===== config.mk =====
export PLATFORM = sky130hd
export DESIGN_NAME = reg_file
export DESIGN_NICKNAME = d
export VERILOG_FILES = /design/src/rtl/reg_file_pkg.sv /design/src/rtl/reg_file.sv
export SDC_FILE = /design/constraint.sdc
export NUM_CORES = 2
export LEC_CHECK = 0
export CORE_MARGIN = 4
export CORE_UTILIZATION = 30
export CTS_BUF_LIST = sky130_fd_sc_hd__clkbuf_4
export DETAILED_ROUTE_END_ITERATION = 10
export SYNTH_ARGS = -nofsm -noshare
export SYNTH_HDL_FRONTEND = slang
export SYNTH_SLANG_ARGS = --single-unit

===== constraint.sdc =====
create_clock -name clk -period 3.3 [get_ports clk]
set_input_delay 0.66 -clock clk [delete_from_list [all_inputs] [get_ports clk]]
set_output_delay 0.66 -clock clk [all_outputs]
set_load 0.005 [all_outputs]

===== src/rtl/reg_file_pkg.sv =====
// Shared CPU package: datapath widths and architectural constants used by
// the register file, the alu and the decoder.
package reg_file_pkg;

  localparam int DATA_W = 32;
  localparam int ADDR_W = 5;
  localparam int unsigned REG_ZERO = 0;

endpackage : reg_file_pkg


===== src/rtl/reg_file.sv =====
// Two-read/one-write register file with hardwired-zero register 0,
// combinational reads and same-cycle write-to-read bypass on both ports.
module reg_file #(
  parameter int DATA_W = reg_file_pkg::DATA_W,
  parameter int ADDR_W = reg_file_pkg::ADDR_W
) (
  input  logic              clk,
  input  logic              rst,
  input  logic [ADDR_W-1:0] r_addr1,
  input  logic [ADDR_W-1:0] r_addr2,
  input  logic              w_en,
  input  logic [ADDR_W-1:0] w_addr,
  input  logic [DATA_W-1:0] w_data,
  output logic [DATA_W-1:0] r_data1,
  output logic [DATA_W-1:0] r_data2
);

  import reg_file_pkg::*;

  localparam int NUM_REGS = 2 ** ADDR_W;
  localparam logic [ADDR_W-1:0] ZERO_ADDR = ADDR_W'(REG_ZERO);

  logic [DATA_W-1:0] regs_r [NUM_REGS];
  logic              wr_live_s;
  logic [DATA_W-1:0] rd1_s;
  logic [DATA_W-1:0] rd2_s;

  // A write is only live outside reset and never towards the zero register;
  // the same qualifier gates both the storage update and the bypass.
  assign wr_live_s = w_en && !rst && (w_addr != ZERO_ADDR);

  // Storage: single-cycle clear on reset, otherwise one qualified write per edge.
  always_ff @(posedge clk) begin
    if (rst) begin
      for (int i = 0; i < NUM_REGS; i++) begin
        regs_r[i] <= {DATA_W{1'b0}};
      end
    end else if (wr_live_s) begin
      regs_r[w_addr] <= w_data;
    end
  end

  // Read port 1: stored value, overridden by the in-flight write on a hit.
  always_comb begin
    rd1_s = regs_r[r_addr1];
    if (wr_live_s && (r_addr1 == w_addr)) begin
      rd1_s = w_data;
    end else begin
      rd1_s = regs_r[r_addr1];
    end
  end

  // Read port 2: independent copy of the same bypass comparator.
  always_comb begin
    rd2_s = regs_r[r_addr2];
    if (wr_live_s && (r_addr2 == w_addr)) begin
      rd2_s = w_data;
    end else begin
      rd2_s = regs_r[r_addr2];
    end
  end

  assign r_data1 = rd1_s;
  assign r_data2 = rd2_s;

endmodule : reg_file


==> PnR_summary.wiki <==
{| class="wikitable"
! Metric !! Value
|-
| Transition at the pin with the smallest max-transition slack || about 0.67 ns
|-
| Width of the die || 432 µm
|-
| Post-Synth XOR/XNOR Area || 0.00163
|-
| Max-slew violation total from the final report || 0
|-
| Unrepaired setup endpoints after global routing || true
|-
| Count of unique library cells instantiated by Yosys || 43
|-
| CTS Sinks || between 1000 and 1500
|-
| Number of warning messages in the yosys log || 0
|-
| Critical path type || in -> out
|-
| Max frequency || 272 MHz
|-
| Library cell with the largest summed area after synthesis || sky130_fd_sc_hd__edfxtp_1
|-
| Mean number of vias per cell || between 5 and 6
|-
| Worst path bufs/invs || 5
|-
| Average cell area after synthesis || 15.7 µm²
|-
| Initial cell density of the core || 0.302
|-
| Maximum number of pins on one net before global-route repair || 48
|-
| Number of placed I/O pins || 114
|-
| Most frequent cells in the layout || sky130_fd_sc_hd__edfxtp_1, sky130_fd_sc_hd__and2_1, sky130_fd_sc_hd__mux4_2
|-
| Post-route DRC || 0
|-
| Die Ht || between 400 and 500 µm
|-
| Max Root-Sink Buffers || 4
|-
| Area fraction in and, or, nand and nor cells after synthesis || 0.135
|-
| Setup TNS || -18.12 ns
|-
| Number of nets in the finished design || 4039
|-
| H-Tree Level Count || 5
|-
| Capturing element type of the critical path || output port
|-
| Overall overflow remaining after global route || 0
|-
| Total track usage || 0.193
|-
| Type of the worst min-delay path || in -> reg
|-
| Violated checks || negative setup slack
|-
| Share of cell area taken by muxes after synthesis || 0.228
|-
| Area taken by flip-flops and latches || approximately 31000 µm²
|-
| Die area || roughly 190000 µm²
|-
| Worst setup SP type || input port
|-
| Peak fanout along the critical path || 10
|-
| Combinational family with the most area after synthesis || multiplexers
|-
| Via count of the routed design || 35200
|-
| Count of routing violations after the opening detailed-route iteration || about 4000
|-
| Fin cells || 6495
|-
| CTS tree || yes
|-
| Clock period minus final worst setup slack || 3.68 ns
|-
| Delay-heaviest family, CP || buffers and inverters
|-
| Cell leakage power || approximately 24 nW
|-
| #FFs+latches synth || 1024
|-
| Detailed placer's ending HPWL || 125000 µm
|-
| Mean routed wirelength per cell || approximately 28 µm
|-
| Number of cells on the worst hold path || 3
|-
| First-pass GRT wire length || 261000 µm
|-
| Number of cell rows || 155
|-
| Num CTS Buffers || 279
|-
| Number of flip-flops under the largest register name || 1024
|-
| Final worst setup slack || -0.380 ns
|-
| Final-report setup violation count || 64
|-
| Total chip power || 31.3 mW
|-
| Most prevalent standard cell on the critical path || sky130_fd_sc_hd__buf_4
|-
| Routed Antenna Nets || 0
|-
| Multi-input logic area || 24100 µm²
|-
| Relative slew slack || 0.555
|-
| Placed Cells || 6079
|-
| Startpoint of the lowest-slack hold path || w_data[15]
|-
| Root buffer selected by CTS || sky130_fd_sc_hd__clkbuf_4
|-
| Final Wtd Congestion || 0.940
|-
| Layout overhead on the synthesized area || 25.8%
|-
| Smallest hold slack || between 0.3 and 0.4 ns
|-
| Area of all placed cells without fillers || 67700 µm²
|-
| Total core area || 178000 µm²
|-
| Top cells by area, synth || sky130_fd_sc_hd__edfxtp_1, sky130_fd_sc_hd__mux4_2, sky130_fd_sc_hd__and2_1
|-
| Synth Instances || 3427
|-
| End point of the worst hold path || regs_r[13][15]
|-
| PwrDens || between 400 and 500 nW/µm²
|-
| Run status || finished, violations left
|-
| Drt first pass iters || 6
|-
| Total of max-cap violations || 0
|-
| Standard cell area after detailed placement || 61800 µm²
|-
| Largest voltage drop on the vdd net || 0.325 mV
|-
| Initial antenna violation count || 3
|-
| Number of global-route vias before repair || 36200
|-
| Top Registers || regs_r: 1024 flops
|-
| Fin crit share || 1.12
|-
| Register ranked first by flip-flop count || regs_r
|-
| Count of buffers inserted at the top-level ports || ~110
|-
| Sequence of cells on the critical path || dlygate4sd2_1 > buf_4 > or3b_2 > buf_12 > buf_4 > o22ai_1 > nor4_4 > mux2_4 > buf_6
|-
| Synth Area in Compound Gates || 0.0302
|-
| Fill cell instance count of the final layout || 16500
|-
| Post-Route WL || 182000 µm
|-
| Data required time at the worst endpoint || 2.64 ns
|-
| Final Hold Vio Count || 0
|-
| Adder-cell area share of the yosys netlist || 0
|-
| Share of synthesized area occupied by flip-flops and latches || 0.571
|-
| Max stage delay cell, worst path || sky130_fd_sc_hd__or3b_2
|-
| Commonest non-fill, non-tap cell in the layout || sky130_fd_sc_hd__edfxtp_1
|-
| Critical path arrival || 3.02 ns
|-
| Netlist area before placement || about 54000 µm²
|-
| Fraction of layout cells with a size suffix above 1 || 0.453
|-
| Fraction of post-synthesis cell area in the top cell type by area || 0.571
|-
| Peak per-stage delay on the critical path || 0.51 ns
|-
| Register clock-pin slew on the reported worst setup and hold paths || roughly 0.07 ns
|}
==> worst min-delay path: stages <==
cell	delay, ns
sky130_fd_sc_hd__clkdlybuf4s50_1	0.50
sky130_fd_sc_hd__buf_12	0.18
sky130_fd_sc_hd__and2_1	0.14
==> kinds of logic (layout without fill, tap and decap cells) <==
| logic type | after synthesis | after routing |
|---|---|---|
| flops | 1024 | 1024 |
| mux | 581 | 581 |
| buf+inv | 381 | 1055 |
| other cells | 1 | 40 |
| compound gates | 257 | 257 |
| xor+xnor | 10 | 10 |
| simple gates | 1173 | 1173 |
==> Yosys cell counts, drive strengths merged <==
| master | number |
|---|---|
| xor2 | 6 |
| nor2 | 40 |
| nand2 | 8 |
| nand2b | 2 |
| nand3 | 8 |
| xnor2 | 4 |
| o2111a | 1 |
| mux2 | 63 |
| nor3 | 4 |
| o22ai | 248 |
| mux4 | 508 |
| buf | 124 |
| a21oi | 1 |
| nand3b | 10 |
| and2 | 992 |
| inv | 1 |
| a31oi | 1 |
| o211a | 1 |
| or3 | 3 |
| nor2b | 1 |
| nand4 | 3 |
| a211oi | 1 |
| conb | 1 |
| edfxtp | 1024 |
| and4 | 1 |
| or2 | 32 |
| or4 | 1 |
| a22oi | 1 |
| mux2i | 10 |
| nor4 | 62 |
| o2111ai | 2 |
| o211ai | 1 |
| clkbuf | 256 |
| nand4b | 2 |
| or3b | 4 |
==> routing by layer <==
layer / routed length [µm] / vias to the layer above / share of wire / GRT usage
met3: 15600 / 374 / 0.086 / 0.0401
met5: 0 / - / 0 / 0
met4: 8420 / 0 / 0.046 / 0.0904
li1: - / 14600 / - / -
met1: 68400 / 18400 / 0.38 / 0.242
met2: 89700 / 1834 / 0.49 / 0.320
==> per-stage QoR <==
step / utilization / setup WS [ns]
finish: 0.380 / -0.380
CTS: 0.377 / -0.536
global placement: 0.347 / -1.24
detailed placement: 0.347 / -1.22
floorplan: - / 0.499
global route: 0.380 / -0.553
==> final cells by class <==
class,count,share of cell area
sequential,1024,0.454
multi-input combinational,2053,0.356
timing repair buffer,630,0.100
tap,2355,0.0435
clock buffer,375,0.0416
clock inverter,49,0.00434
antenna,8,0.000296
inverter,1,0.0000554
==> where the power goes <==
group	total, mW	internal, mW	leakage, nW	switching [mW]
logic	5.10	2.49	12.0	2.62
registers	15.4	15.0	9.75	0.340
clock network	10.8	5.51	1.87	5.33
==> what timing repair did <==
item | CTS | global route
pin swaps | 126 | 72
hold endpoints to repair | 12 | 0
setup buffers | 3 | 0
cloned | 0 | 0
resized for setup | 733 | 78
hold buffers | 1 | 0
endpoints found under the setup margin | 64 | 64
==> worst max-delay path by stage <==
stage | slack [ns] | cells after the start | endpoint | startpoint
after global placement | -1.24 | 10 | r_data2[9] | r_addr2[3]
after detailed placement | -1.22 | 9 | r_data2[4] | r_addr2[2]
final | -0.38 | 9 | r_data2[26] | r_addr2[2]
after CTS | -0.54 | 6 | r_data1[26] | regs_r[26][26]
after global routing | -0.55 | 7 | r_data1[30] | regs_r[1][30]
after floorplan | 0.50 | 7 | r_data2[10] | r_addr2[0]
(Power assumes the default switching activity.)
